`src/rtl/trace_scheduler_pkg.sv`:
```
// trace_scheduler_pkg: shared widths, default frame timing and the scheduler state type.
`default_nettype none

package trace_scheduler_pkg;

  // View set packing: {playerX, playerY, facingX, facingY, vplaneX, vplaneY}, each Q6.10.
  localparam int VIEW_W   = 96;
  localparam int FRAME_W  = 11;
  localparam int WDOG_W   = 16;
  localparam int RASTER_W = 10;
  localparam int COL_W    = 10;

  localparam int H_TOTAL_DEF    = 800;
  localparam int V_VIEW_DEF     = 480;
  localparam int V_TOTAL_DEF    = 525;
  localparam int TRACE_COLS_DEF = 640;
  localparam int WATCHDOG_DEF   = 36000;

  typedef enum logic [2:0] {
    ST_IDLE  = 3'd0,
    ST_LATCH = 3'd1,
    ST_RUN   = 3'd2,
    ST_DONE  = 3'd3,
    ST_ABORT = 3'd4
  } sched_state_e;

  // Watchdog increment that holds at all-ones instead of wrapping.
  function automatic logic [WDOG_W-1:0] sat_inc(input logic [WDOG_W-1:0] v);
    return (&v) ? v : v + WDOG_W'(1);
  endfunction

endpackage

`default_nettype wire

```
`src/rtl/trace_scheduler_view_regs.sv`:
```
// view_regs: pending/active double buffer of the view set with dirty and cfg_valid flags.
`default_nettype none

module view_regs
  import trace_scheduler_pkg::*;
(
  input  logic              clk,
  input  logic              reset_n,
  input  logic              wr_en_i,
  input  logic [VIEW_W-1:0] wr_view_i,
  input  logic              latch_i,
  output logic [VIEW_W-1:0] active_o,
  output logic              dirty_o,
  output logic              cfg_valid_o
);

  logic [VIEW_W-1:0] pending_q, pending_d;
  logic [VIEW_W-1:0] active_q, active_d;
  logic              dirty_q, dirty_d;
  logic              cfg_valid_q, cfg_valid_d;

  always_comb begin
    pending_d   = pending_q;
    active_d    = active_q;
    dirty_d     = dirty_q;
    cfg_valid_d = cfg_valid_q;
    if (latch_i && dirty_q) begin
      active_d    = pending_q;
      dirty_d     = 1'b0;
      cfg_valid_d = 1'b1;
    end
    // The scheduler refuses writes during the latch cycle, so a write never races the copy.
    if (wr_en_i) begin
      pending_d = wr_view_i;
      dirty_d   = 1'b1;
    end
  end

  always_ff @(posedge clk) begin
    if (!reset_n) begin
      pending_q   <= '0;
      active_q    <= '0;
      dirty_q     <= 1'b0;
      cfg_valid_q <= 1'b0;
    end else begin
      pending_q   <= pending_d;
      active_q    <= active_d;
      dirty_q     <= dirty_d;
      cfg_valid_q <= cfg_valid_d;
    end
  end

  assign active_o    = active_q;
  assign dirty_o     = dirty_q;
  assign cfg_valid_o = cfg_valid_q;

endmodule

`default_nettype wire

```
`src/rtl/trace_scheduler.sv`:
```
// trace_scheduler: per-frame trace pass controller with view double-buffering,
// store gating, completion pulse and sticky overrun on deadline/watchdog abort.
`default_nettype none

module trace_scheduler
  import trace_scheduler_pkg::*;
#(
  parameter int H_TOTAL    = H_TOTAL_DEF,
  parameter int V_VIEW     = V_VIEW_DEF,
  parameter int V_TOTAL    = V_TOTAL_DEF,
  parameter int TRACE_COLS = TRACE_COLS_DEF,
  parameter int WATCHDOG   = WATCHDOG_DEF
) (
  input  logic                clk,
  input  logic                reset_n,
  input  logic [RASTER_W-1:0] hpos,
  input  logic [RASTER_W-1:0] vpos,
  input  logic                upd_valid,
  output logic                upd_ready,
  input  logic [VIEW_W-1:0]   upd_view,
  output logic                tr_enable,
  output logic [VIEW_W-1:0]   tr_view,
  output logic [FRAME_W-1:0]  tr_frame,
  input  logic                tr_store,
  input  logic [COL_W-1:0]    tr_column,
  output logic                buf_we,
  output logic                busy,
  output logic                frame_done,
  output logic                overrun
);

  localparam logic [RASTER_W-1:0] H_LAST    = RASTER_W'(H_TOTAL - 1);
  localparam logic [RASTER_W-1:0] V_VIEW_C  = RASTER_W'(V_VIEW);
  localparam logic [RASTER_W-1:0] V_LAST    = RASTER_W'(V_TOTAL - 1);
  localparam logic [COL_W-1:0]    COL_LAST  = COL_W'(TRACE_COLS - 1);
  localparam logic [WDOG_W-1:0]   WDOG_LAST = WDOG_W'(WATCHDOG - 1);

  sched_state_e        state_q, state_d;
  logic                tr_enable_q, tr_enable_d;
  logic [FRAME_W-1:0]  tr_frame_q, tr_frame_d;
  logic                overrun_q, overrun_d;
  logic [WDOG_W-1:0]   wdog_q, wdog_d;

  logic raster_ok;
  logic vblank_start;
  logic deadline;
  logic upd_fire;
  logic latch;
  logic dirty;
  logic cfg_valid;
  logic last_store;

  // Out-of-range raster coordinates never produce frame events.
  assign raster_ok    = (hpos <= H_LAST) && (vpos <= V_LAST);
  assign vblank_start = raster_ok && (vpos == V_VIEW_C) && (hpos == '0);
  assign deadline     = raster_ok && (vpos == V_LAST) && (hpos == '0);

  assign upd_ready  = (state_q != ST_LATCH);
  assign upd_fire   = upd_valid && upd_ready;
  assign latch      = (state_q == ST_LATCH);
  assign last_store = tr_store && (tr_column == COL_LAST);

  view_regs u_view_regs (
    .clk         (clk),
    .reset_n     (reset_n),
    .wr_en_i     (upd_fire),
    .wr_view_i   (upd_view),
    .latch_i     (latch),
    .active_o    (tr_view),
    .dirty_o     (dirty),
    .cfg_valid_o (cfg_valid)
  );

  always_comb begin
    state_d    = state_q;
    tr_frame_d = tr_frame_q;
    overrun_d  = overrun_q;
    wdog_d     = wdog_q;
    unique case (state_q)
      ST_IDLE: begin
        if (vblank_start) begin
          state_d    = ST_LATCH;
          tr_frame_d = tr_frame_q + FRAME_W'(1);
        end
      end
      ST_LATCH: begin
        wdog_d  = '0;
        // A view latched this very cycle counts as a valid configuration.
        state_d = (cfg_valid || dirty) ? ST_RUN : ST_IDLE;
      end
      ST_RUN: begin
        wdog_d = sat_inc(wdog_q);
        if (last_store) begin
          state_d = ST_DONE;
        end else if (deadline || (wdog_q == WDOG_LAST)) begin
          state_d = ST_ABORT;
        end
      end
      ST_DONE: begin
        state_d = ST_IDLE;
      end
      ST_ABORT: begin
        overrun_d = 1'b1;
        state_d   = ST_IDLE;
      end
      default: begin
        state_d = ST_IDLE;
      end
    endcase
    tr_enable_d = (state_d == ST_RUN);
  end

  always_ff @(posedge clk) begin
    if (!reset_n) begin
      state_q     <= ST_IDLE;
      tr_enable_q <= 1'b0;
      tr_frame_q  <= '0;
      overrun_q   <= 1'b0;
      wdog_q      <= '0;
    end else begin
      state_q     <= state_d;
      tr_enable_q <= tr_enable_d;
      tr_frame_q  <= tr_frame_d;
      overrun_q   <= overrun_d;
      wdog_q      <= wdog_d;
    end
  end

  // Stores are dropped outside RUN, and during the reset cycle itself.
  assign buf_we     = (state_q == ST_RUN) && tr_store && reset_n;
  assign busy       = (state_q == ST_LATCH) || (state_q == ST_RUN);
  assign frame_done = (state_q == ST_DONE);
  assign tr_enable  = tr_enable_q;
  assign tr_frame   = tr_frame_q;
  assign overrun    = overrun_q;

endmodule

`default_nettype wire
```
`config.mk`:
```
export PLATFORM = sky130hd
export DESIGN_NAME = trace_scheduler
export DESIGN_NICKNAME = d
export VERILOG_FILES = /design/src/rtl/trace_scheduler_pkg.sv /design/src/rtl/trace_scheduler_view_regs.sv /design/src/rtl/trace_scheduler.sv
export SDC_FILE = /design/constraint.sdc
export NUM_CORES = 1
export LEC_CHECK = 0
export BUFFER_PORTS_ARGS = -buffer_cell sky130_fd_sc_hd__buf_2
export CAP_MARGIN = 10
export CORE_ASPECT_RATIO = 1.25
export CORE_MARGIN = 2
export CORE_UTILIZATION = 27
export DETAILED_ROUTE_END_ITERATION = 7
export PLACE_DENSITY = 0.51
export RECOVER_POWER = 50
export SLEW_MARGIN = 15
export SYNTH_ARGS = -nofsm -noshare
export SYNTH_HDL_FRONTEND = slang
export SYNTH_SLANG_ARGS = --single-unit
export TNS_END_PERCENT = 5
```
`constraint.sdc`:
```
create_clock -name clk -period 5 [get_ports clk]
set_clock_uncertainty 0.2 [all_clocks]
set_input_delay 0.25 -clock clk [delete_from_list [all_inputs] [get_ports clk]]
set_output_delay 0.25 -clock clk [all_outputs]
set_load 0.03 [all_outputs]
```
# --- After elaboration in Yosys (flattened, before gate mapping) ---
# Cells that the tools add are included.
op_classes:
  n_addsub: 2
  order_cmp: 2
  n_eq_ne: 11
  mux: 9
  reduce_logical: 20
op_table:
  columns: ["op", "count"]
  rows:
  - ["16-bit one-hot mux with 2 select lines", 1]
  - ["10-bit equality test, second input constant", 2]
  - ["10-bit less-or-equal comparator, second input constant", 2]
  - ["16-bit by 1-bit adder with 16-bit output, second input constant", 1]
  - ["16-bit equality test, second input constant", 1]
  - ["16-bit two-way mux", 1]
  - ["16-bit AND reduction", 1]
  - ["11-bit by 1-bit adder with 11-bit output, second input constant", 1]
  - ["10-bit by 9-bit equality test with 1-bit output, second input constant", 1]
  - ["1-bit logical AND", 10]
  - ["10-bit logical NOT", 1]
  - ["3-bit by 2-bit equality test with 1-bit output, second input constant", 3]
  - ["3-bit two-way mux", 3]
  - ["3-bit one-hot mux with 3 select lines", 1]
  - ["2-bit AND reduction", 2]
  - ["2-bit nonzero test", 2]
  - ["3-bit by 1-bit equality test with 1-bit output, second input constant", 1]
  - ["3-bit equality test, second input constant", 1]
  - ["3-bit logical NOT", 1]
  - ["1-bit logical OR", 3]
  - ["3-bit by 1-bit != test with 1-bit output, second input constant", 1]
  - ["1-bit two-way mux", 2]
  - ["2-bit two-way mux", 1]
  - ["2-bit != test, second input constant", 1]
totals:
  reg_bits: 226
  in_bits: 130
  out_inout_bits: 113

# --- Depth between registers and ports, before layout ---
# Gate-level depths: netlist of run 1.
depth:
  ltp_word: 9
  ltp_mapped: 9
  ltp_nobuf: 6

# --- By module ---
# Synthesis of run 1 repeated with hierarchy kept, for this count alone.
unflattened:
  cells_unflattened: 968
  hier_area_um2: 9167.5
by_module_without_submodules:
  columns: ["module", "n_inst", "cells_each", "area_per_inst_um2", "seq_area_each_um2"]
  rows:
  - ["view_regs", 1, 754, 7323.3, 3883.7]
  - ["trace_scheduler", 1, 214, 1844.3, 640.6]

# --- Worst setup path before layout of run 1 ---
# No wires, ideal clock.
synth_timing:
  kind: "flip-flop to flip-flop"
  start: "register wdog_q[0]"
  end: "register wdog_q[5]"
  arrival_ns: 1.620
  slack_ns: 3.052
  path_stages_with_launch: 7
  synth_period_minus_slack_ns: 1.948
  path_cell_list: "dfxtp_1 -> ha_1 -> nand3_1 -> or4_1 -> o2111ai_1 -> xor2_1 -> nor2_1"
synth_via:
  elab_chain_len: 3
synth_rtl:
  columns: ["item", "line", "text"]
  rows:
  - ["start, declared", "trace_scheduler.sv:42", "logic [WDOG_W-1:0] wdog_q, wdog_d;"]
  - ["start signal, assigned", "trace_scheduler.sv:125", "wdog_q <= wdog_d;"]
  - ["16-bit by 1-bit adder with 16-bit output or 16-bit AND reduction (tied branches)", "trace_scheduler_pkg.sv:29", "return (&v) ? v : v + WDOG_W'(1);"]
  - ["16-bit two-way mux or 2-bit != test (tied branches)", null, null]
  - ["16-bit one-hot mux with 2 select lines or 2-bit AND reduction (tied branches)", null, null]
# Parallel ways exist; a longest one is shown, timed or not. The select of a mux whose other input is x is not followed.
# A chain may end at the register's enable or synchronous reset.

# --- Worst setup path in the final report of run 1 ---
layout_timing:
  start: "register state_q[2]"
  end: "register wdog_q[8]"
layout_via:
  elab_chain_len: 3
layout_rtl:
  columns: ["item", "line", "text"]
  rows:
  - ["start, declared", "trace_scheduler.sv:38", "sched_state_e state_q, state_d;"]
  - ["start signal, assigned", "trace_scheduler.sv:121", "state_q <= state_d;"]
  - ["3-bit by 2-bit equality test with 1-bit output or 3-bit by 1-bit equality test with 1-bit output (tied branches)", "trace_scheduler.sv:79", "unique case (state_q)"]
  - ["2-bit != test (no line) or 2-bit nonzero test (tied branches)", null, null]
  - ["2-bit AND reduction (no line)", null, null]
# Parallel ways exist; a longest one is shown, timed or not.

==> flow_summary.toml, run 1 <==
[clock_tree]
root_buffer = "clkbuf_16"
worst_skew_pair.late_latency_ns = 0.51
cts.clk_slew.worst_paths_ns = 0.06
clock-sinks = 226
post_cts_buffers = 0
cts_tree = "done"
cts_made_buffers = 24
htreeDepth = 1
ctsLongestPathBuffers = 3

[placement]
io_buffers = 242
place.detailed.hpwl_mm = 14.8
gp_congestion = 0.782
place_area_sq_mm = 0.00980

[critical_path]
startpoint_type = "register"
arrival_ns = 3.64
reg2reg_depth = 6
critPathCapture = "wdog_q[8]"
crit_chain = "nor3b_1 > inv_1 > nand3_1 > o21ai_0 > or3_1 > a21oi_1"
reg2reg_from = "state_q[2]"
crit_path_end_kind = "register"
critical_path_class = "register to register"
worstPathRequired_ns = 5.24
reg2reg_to = "wdog_q[8]"
critPathLaunch = "state_q[2]"
rrSetupSlack_ns = 1.60
cp_slowest_cell = "nor3b_1"
path_max_fanout = 10
slowest_delay_ns = 0.90

[synthesis]
synth-async-reset-ratio_pct = 0
syn_area_per_cell_sq_um = 7.92
synthFlopType = "dfxtp_1"
syn-num-nets = 1185
syn_area_sq_mm = 0.00834
yosys.area.top_type_share_pct = 54.2
synth_edf_count = 0
ys_warn_count = 0
seq_area_frac_synth_pct = 54.2
synth_top_area_cell = "dfxtp_1"
synthTopCellsByArea = "dfxtp_1 54%, nand2_1 18%, a21oi_1 12%, clkbuf_1 1.8%, nor2_1 1.3%"
netlist_instances = 1053
synth.ff_latch_count = 226
synth.distinct_cells = 45

[pwr]
p_per_area_mw_per_mm2 = 335
totalPowerFinal_mw = 3.84
vdd.ir_drop.worst_v = 0.000231
total_leakage_power_nw = 4.25

[die]
die_y_microns = 201
die_x_microns = 161
initial_core_util_pct = 27.5
core_sq_mm = 0.0303
die_area_sq_mm = 0.0323
rows = 71
io_pins = 243

[sta]
fin_tns_setup_ns = 0
slew_viol_final = 0
relSlewSlack_pct = 27.3
worst_hold_slack_ns = 0.0284
worst_pin_slew_ns = 1.09
setup_viol = 0
hold_viol = 0
rsz0062_at_grt = "false"
finalCritPeriodShare_pct = 68.0
max_freq_ghz = 0.294
min_period_ns = 3.40

[global_route]
grt_usage_pct = 14.7
grt_max_degree = 139
grt_pass1_vias = 7809
grt_pass1_wl_mm = 39.6
antenna_found_initial = 0
grt_overflow_total = 0

[finish]
nNetsFinal = 1490
drive_above_1_share_pct = 13.0
fin_area_sq_mm = 0.0115
antenna_cells = 0
fillers = 3206
area_delta_synth_final_pct = 37.5

[hold_path]
hold_path.class = "input port to register"

[drt]
drc_errors = 0
totalWireLength_mm = 24.7
wl_per_cell_microns = 13.9
drtAntennaViolNets = 0
viasPerCell = 4.53
vias = 8033
first_iter_violations = 482
dr.pass1.iters = 5

[run_status]
status = "completed"

[job]
max_cap_violations = 0
cell families (layout without fill, tap and decap cells):
group | count (synthesis) | in the layout | share of synthesized area [%]
buffers and inverters | 74 | 395 | 3.77
multiplexers | 4 | 4 | 0.480
AO/OA/AOI/OAI | 224 | 224 | 14.0
flip-flops | 226 | 226 | 54.2
XOR/XNOR | 13 | 13 | 1.37
adder cells (fa/ha/maj) | 2 | 2 | 0.300
AND/OR/NAND/NOR | 510 | 510 | 25.8
power breakdown:
group / switching [mW] / total [mW] / internal, mW
clock: 0.713 / 1.74 / 1.03
combinational: 0.116 / 0.236 / 0.120
sequential: 0.0199 / 1.86 / 1.84
state kept, by name (all words and copies together), names as in the netlist:
register / count
state_q: 3
u_view_regs.dirty_o: 1
tr_enable: 1
tr_frame: 11
overrun: 1
u_view_regs.cfg_valid_o: 1
u_view_regs.active_o: 96
u_view_regs.pending_q: 96
wdog_q: 16
critical path: cells and delay by family, from the launching register on:
family	cells	cell delay [ns]
simple gates	3	1.80
compound gates	2	0.55
flops	1	0.40
buf+inv	1	0.37
routing by layer:
metal  global-route usage, %  wire length [microns]  up-vias
li1                        -                      -     4080
met3                    2.29                   1070       43
met5                       0                      0        -
met2                    27.0                  12400      196
met4                    4.85                    660        0
met1                    17.5                  10600     3714
cells in the final DEF, fill, tap and decap left out, types with 2 or more instances in the layout:
cell / Yosys / layout
xor2_1: 5 / 5
a21o_1: 2 / 2
nor3_1: 4 / 5
a21oi_1: 198 / 198
xnor2_1: 8 / 8
nand4_1: 9 / 9
and3_1: 6 / 6
or4_1: 3 / 3
o211ai_1: 3 / 3
clkinv_2: 0 / 4
clkbuf_8: 0 / 8
o21ai_0: 9 / 12
buf_4: 1 / 2
and4_1: 3 / 3
buf_2: 20 / 131
nor4b_1: 2 / 2
and2_4: 0 / 2
nand2_8: 0 / 2
nand2_1: 407 / 405
nand4b_1: 3 / 3
and2_1: 9 / 6
clkbuf_1: 41 / 115
clkbuf_16: 0 / 25
o2111ai_1: 4 / 4
or3_1: 4 / 4
nor3b_1: 1 / 2
nor4_1: 8 / 8
nand2b_1: 4 / 4
inv_1: 5 / 5
dfxtp_1: 226 / 226
mux2i_1: 4 / 4
nand3b_1: 2 / 2
nand3_1: 11 / 12
nor2_1: 28 / 28
ha_1: 2 / 2
dlygate4sd3_1: 0 / 102
worst min-delay path by stage:
stage | startpoint | to | cells after the start
floorplan | upd_valid | u_view_regs.dirty_o | 2
global placement | u_view_regs.pending_q[3] | u_view_regs.active_o[3] | 2
detailed placement | u_view_regs.pending_q[79] | u_view_regs.active_o[79] | 2
CTS | vpos[3] | tr_frame[8] | 6
global route | tr_column[7] | tr_enable | 4
finish | tr_column[0] | tr_enable | 4
area by class of cell:
cell class | instances | area, sq um | share of cell area (%)
Clock buffer | 37 | 751 | 6.54
Clock inverter | 5 | 27.5 | 0.240
Inverter | 6 | 27.5 | 0.240
Multi-Input combinational cell | 753 | 3500 | 30.5
Sequential cell | 226 | 4520 | 39.4
Tap cell | 401 | 502 | 4.37
Timing Repair Buffer | 347 | 2140 | 18.6
Yosys cell counts, drive strengths merged, types with 4 or more instances:
cell,count
nand3,12
nor4,8
nor3,5
nand4,9
xnor2,8
dfxtp,226
mux2i,4
nand2,407
inv,6
buf,27
nor2,28
and2,9
or3,4
nand2b,4
a21oi,198
o2111ai,4
and3,6
clkbuf,41
xor2,5
o21ai,12
what timing repair did:
| item | 4_1_cts | 5_1_grt |
|---|---|---|
| hold buffers | 102 | 0 |
| hold endpoints to repair | 106 | 0 |
| gates resized for setup | 0 | 0 |
per-stage QoR:
stage	utilization (%)	setup WS, ns	cells
finish	37.9	1.60	1775
global route	37.9	1.27	1775
CTS	38.3	2.36	1774
detailed placement	32.4	2.38	1630
global placement	32.4	2.44	1630
floorplan	-	3.05	1053
(Power assumes the default switching activity.)
==> run 2: changes to the inputs <==
clock period = 3.25 ns   (was 5 ns; I/O delays follow)
==> run 2 against run 1 <==
Cell area is 2.6% higher. Flip-flop and latch count is the same. Global-route usage increased by 0.20 points. Worst setup slack got worse by 1.2 ns. Largest cell class unchanged.
==> flow_summary.toml, run 2 (synthesis results as in run 1) <==
[sta]
fin_tns_setup_ns = 0
hold_viol = 0
slew_viol_final = 0
setup_slack_ns = 0.370
setup_viol = 0
min_period_ns = 2.88
max_freq_ghz = 0.347
rsz0062_at_grt = "false"
worst_pin_slew_ns = 0.953
relSlewSlack_pct = 35.8
finalCritPeriodShare_pct = 88.6

[clock_tree]
cts_made_buffers = 24
root_buffer = "clkbuf_16"
ctsLongestPathBuffers = 3
cts.repair.resized = 0
cts.hold.buffers_added = 120
post_cts_buffers = 0
cts.clk_slew.worst_paths_ns = 0.06
cts_tree = "done"
worst_skew_pair.late_latency_ns = 0.52
clock-sinks = 226
htreeDepth = 1

[pwr]
p_per_area_mw_per_mm2 = 510
vdd.ir_drop.worst_v = 0.000294
total_leakage_power_nw = 4.41

[global_route]
grt_usage_pct = 14.9
grt_max_degree = 110
grt_overflow_total = 0
grt_pass1_wl_mm = 40.3
antenna_found_initial = 1
grt_pass1_vias = 8037

[critical_path]
critical_path_class = "input port to register"
arrival_ns = 3.08
crit_path_end_kind = "register"
startpoint_type = "input port"
worstPathRequired_ns = 3.45
path_max_fanout = 4
rrSetupSlack_ns = 0.45
reg2reg_depth = 6

[drt]
wl_per_cell_microns = 13.9
totalWireLength_mm = 25.1
dr.pass1.iters = 7
drc_errors = 0
drtAntennaViolNets = 0
viasPerCell = 4.52
first_iter_violations = 419
vias = 8142

[die]
io_pins = 243
core_sq_mm = 0.0303
rows = 71
die_x_microns = 161
die_y_microns = 201
die_area_sq_mm = 0.0323
initial_core_util_pct = 27.5

[hold_path]
hold_path.class = "input port to register"
whs_path_depth = 6

[placement]
io_buffers = 242
gp_congestion = 0.779
dp_slack_ns = 1.04
place.detailed.hpwl_mm = 15.6

[finish]
final_common_cell = "nand2_1"
layout_common_cells = "405 x nand2_1, 226 x dfxtp_1, 198 x a21oi_1, 130 x buf_2, 120 x dlygate4sd3_1"
area_delta_synth_final_pct = 41.1
drive_above_1_share_pct = 13.2
nNetsFinal = 1515

[job]
max_cap_violations = 0

[run_status]
status = "completed"
-- run 2: report_power, final --
group | total [mW] | switching [mW] | leakage, nW | internal [mW]
combinational | 0.381 | 0.181 | 2.18 | 0.200
clock | 2.75 | 1.12 | 0.391 | 1.63
sequential | 2.87 | 0.0310 | 1.84 | 2.84
total | 6.00 | 1.33 | 4.41 | 4.67
-- run 2: cell type report --
type | instances | area [sq um]
Antenna cell | 1 | 2.50
Sequential cell | 226 | 4520
Inverter | 6 | 27.5
Fill cell | 3143 | 18500
Tap cell | 401 | 502
Clock buffer | 39 | 737
Multi-Input combinational cell | 753 | 3500
Timing Repair Buffer | 372 | 2410
Clock inverter | 5 | 63.8
-- run 2: worst max-delay path, cell delays in order --
cell	delay [ns]
dlygate4sd3_1	0.53
clkbuf_1	0.11
nor4bb_1	0.41
dlygate4sd3_1	0.62
nand2_1	0.06
nor3_2	0.19
dlygate4sd3_1	0.72
nand3_1	0.14
mux2i_1	0.14
-- run 2: routing by layer --
layer / track usage (%) / up-vias / part of all wire (%)
li1: - / 4139 / -
met1: 17.1 / 3758 / 42
met2: 27.2 / 191 / 50
met3: 2.95 / 54 / 5.1
met4: 5.52 / 0 / 3.3
met5: 0 / - / 0
-- run 2: path summary, 6_finish.rpt --
| check | start | to |
|---|---|---|
| max reg2reg | state_q[2] | wdog_q[8] |
| min reg2reg | u_view_regs.pending_q[20] | u_view_regs.active_o[20] |
| max | vpos[3] | tr_frame[4] |
| min | vpos[9] | tr_frame[10] |
-- run 2: metrics by stage --
stage	utilization [%]	cells	instance area (sq um)	hold slack (ns)	total power [mW]
4_1_cts	39.4	1802	11900	0.0559	6.10
3_3_place_gp	32.8	1638	9920	0.206	3.20
2_1_floorplan	-	1053	8340	0.0783	3.07
3_5_place_dp	32.8	1638	9920	0.211	3.21
6_report	38.8	1803	11800	0.0832	6.00
5_1_grt	38.8	1803	11800	0.108	6.25
==> run 3: changes to the inputs <==
ABC_AREA = 1   (was default)
==> run 3 against run 2 <==
The flow now finishes with violations (capacitance limit, slew limit). Fmax fell by 3.5%. Critical path depth grew 2. Utilization decreased by 1.0 points. Cell count grew 8.0%. Flip-flop and latch count did not move. Via count increased by 10%. Sequential power about the same. Non-clock buffer count grew 5. Combinational power grew 14%. Clock-buffer cell count shrank 3. Critical endpoint unchanged.
==> flow_summary.toml, run 3 <==
[sta]
worst_hold_slack_ns = 0.0102
hold_viol = 0
worst_pin_slew_ns = 1.80
max_freq_ghz = 0.335
setup_slack_ns = 0.266
relSlewSlack_pct = -20.5
finalCritPeriodShare_pct = 91.8
fin_tns_setup_ns = 0
rsz0062_at_grt = "false"
min_period_ns = 2.98
slew_viol_final = 50
setup_viol = 0

[finish]
layout_common_cells = "248 x nor2_1, 225 x dfxtp_1, 169 x nand2_1, 130 x buf_2, 126 x nand3_1"
drive_above_1_share_pct = 13.6
area_delta_synth_final_pct = 38.7
nNetsFinal = 1642
final_common_cell = "nor2_1"
fin_cells = 1947

[synthesis]
synth_top_family_by_area = "simple AND/OR/NAND/NOR gates"
synthAdderAreaFrac_pct = 0.282
synth_common_cells = "248 x nor2_1, 226 x dfxtp_1, 169 x nand2_1"
syn_area_sq_mm = 0.00886
synthTopCellsByArea = "dfxtp_1 51%, nor2_1 11%, nand2_1 7.2%, nand3_1 7.1%, a21oi_1 6.3%"
yosys.area.top_type_share_pct = 51.0
synthFlopType = "dfxtp_1"
synth_top_area_cell = "dfxtp_1"
syn_area_per_cell_sq_um = 7.49
synth.distinct_cells = 35
synth-compound-area-share_pct = 13.2
synth-simple-area-share_pct = 28.2
synth-async-reset-ratio_pct = 0
syn-num-nets = 1315
ys_warn_count = 0
netlist_instances = 1183
yosys.area_share.xor_xnor_pct = 0.198
synth_mux_area_share_pct = 0
synth_edf_count = 0
yosysMostFrequentCell = "nor2_1"
synth.ff_latch_count = 226
seq_area_frac_synth_pct = 51.0

[critical_path]
arrival_ns = 3.20
path_max_fanout = 3
path_common_cell = "dlygate4sd3_1"
reg2reg_from = "state_q[2]"
critical_path_class = "input port to register"
crit_chain = "dlygate4sd3_1 > buf_2 > nor2_1 > dlygate4sd3_1 > nand4_1 > dlygate4sd3_1 > nor2_1 > dlygate4sd3_1 > nand2_1 > o21ai_0 > a21oi_1"
worstPathRequired_ns = 3.47
cp_slowest_cell = "dlygate4sd3_1"
reg2reg_depth = 8
crit_path_end_kind = "register"
startpoint_type = "input port"
reg2reg_to = "tr_enable"
slowest_delay_ns = 0.59
rrSetupSlack_ns = 0.60

[placement]
dp_slack_ns = 0.978
gp_congestion = 0.834
numPlacedInstances = 1779
io_buffers = 242
place.detailed.hpwl_mm = 17.4

[pwr]
combPwrFrac_pct = 6.8
p_switching_mw = 1.46
internal_power_mw = 4.95
sequentialPowerShare_pct = 45.2
vdd.ir_drop.worst_v = 0.000318
clock_power_share_pct = 48.1
p_per_area_mw_per_mm2 = 521
totalPowerFinal_mw = 6.40
p_sw_share_pct = 22.8
total_leakage_power_nw = 4.82

[global_route]
antenna_found_initial = 0
grt_pass1_vias = 8691
grt_pass1_wl_mm = 45.1
grt_overflow_total = 0
grt_max_degree = 97
grt_usage_pct = 15.9

[die]
rows = 74
io_pins = 243
die_x_microns = 166
die_area_sq_mm = 0.0343
die_y_microns = 207
initial_core_util_pct = 27.3
core_sq_mm = 0.0325

[clock_tree]
clock-sinks = 226
worst_skew_pair.late_latency_ns = 0.53
cts_tree = "done"
root_buffer = "clkbuf_16"
ctsLongestPathBuffers = 3
cts.clk_slew.worst_paths_ns = 0.06
post_cts_buffers = 0
htreeDepth = 1
cts_made_buffers = 25

[drt]
first_iter_violations = 561
drtAntennaViolNets = 0
wl_per_cell_microns = 14.7
viasPerCell = 4.61
dr.pass1.iters = 6
totalWireLength_mm = 28.5
vias = 8977
drc_errors = 0

[hold_path]
hold_path.class = "input port to register"
holdCritStartpoint = "hpos[8]"
whs_path_depth = 7
whs_endpoint = "tr_frame[0]"

[run_status]
violations = "capacitance limit, slew limit"
status = "finished with violations"

[job]
max_cap_violations = 1
run 3: changes by cell type after synthesis, moves of 7 or more:
cell,before,now
and2_1,9,0
nor2_1,28,248
o21ai_0,9,102
nand3_1,11,126
a21oi_1,198,111
inv_1,5,54
xnor2_1,8,1
buf_4,1,17
nand2_1,407,169
nor3_1,4,11
run 3: repair_timing:
| item | 4_1_cts | 5_1_grt |
|---|---|---|
| endpoints found under the hold margin | 155 | 0 |
| hold buffers | 122 | 0 |
| gates resized for setup | 0 | 0 |
| setup endpoints to repair | 0 | 0 |
run 3: routing by layer:
layer,GRT usage [%],wire length [microns]
met1,18.3,12000
met2,29.0,13900
met3,3.34,1580
met4,5.93,969
met5,0,0
run 3: how the worst max path moves through the flow:
stage	to	start	cells after the start	slack, ns
final	tr_frame[4]	vpos[0]	11	0.27
after CTS	tr_frame[4]	vpos[0]	11	0.30
after detailed placement	u_view_regs.pending_q[35]	state_q[2]	7	0.98
after global routing	tr_frame[4]	vpos[9]	11	0.14
after floorplan	wdog_q[13]	state_q[0]	6	1.48
after global placement	u_view_regs.pending_q[39]	state_q[2]	7	1.02
run 3: cell type report:
| class | instances | area (sq um) |
|---|---|---|
| Clock inverter | 9 | 153 |
| Tap cell | 418 | 523 |
| Timing Repair Buffer | 377 | 2400 |
| Clock buffer | 36 | 737 |
| Antenna cell | 1 | 2.50 |
| Inverter | 62 | 236 |
| Multi-Input combinational cell | 818 | 3710 |
| Fill cell | 3473 | 20200 |
| Sequential cell | 226 | 4530 |
run 3: cell families (layout without fill, tap and decap cells):
kind of cell	count (synthesis)	in the layout
AND/OR/NAND/NOR	585	585
flip-flops	226	226
AO/OA/AOI/OAI	229	229
other	0	1
XOR/XNOR	2	2
buffers and inverters	139	484
adder cells (fa/ha/maj)	2	2
run 3: critical path: cells and delay by family:
| family | cells | cell delay (ns) |
|---|---|---|
| buffers and inverters | 5 | 2.39 |
| AO/OA/AOI/OAI | 2 | 0.22 |
| AND/OR/NAND/NOR | 4 | 0.44 |
run 3: power by group through the flow:
stage / clock network [mW] / registers, mW / logic [mW]
after detailed placement: 0 / 2.95 / 0.335
after global routing: 3.27 / 2.90 / 0.486
after global placement: 0 / 2.95 / 0.332
after CTS: 3.17 / 2.89 / 0.441
final: 3.08 / 2.89 / 0.434
after floorplan: 0 / 2.94 / 0.192
run 3: stage by stage:
step | cell area (sq um) | util [%]
floorplan | 8860 | -
global placement | 10300 | 31.8
detailed placement | 10300 | 31.8
CTS | 12400 | 38.3
global route | 12300 | 37.8
finish | 12300 | 37.8
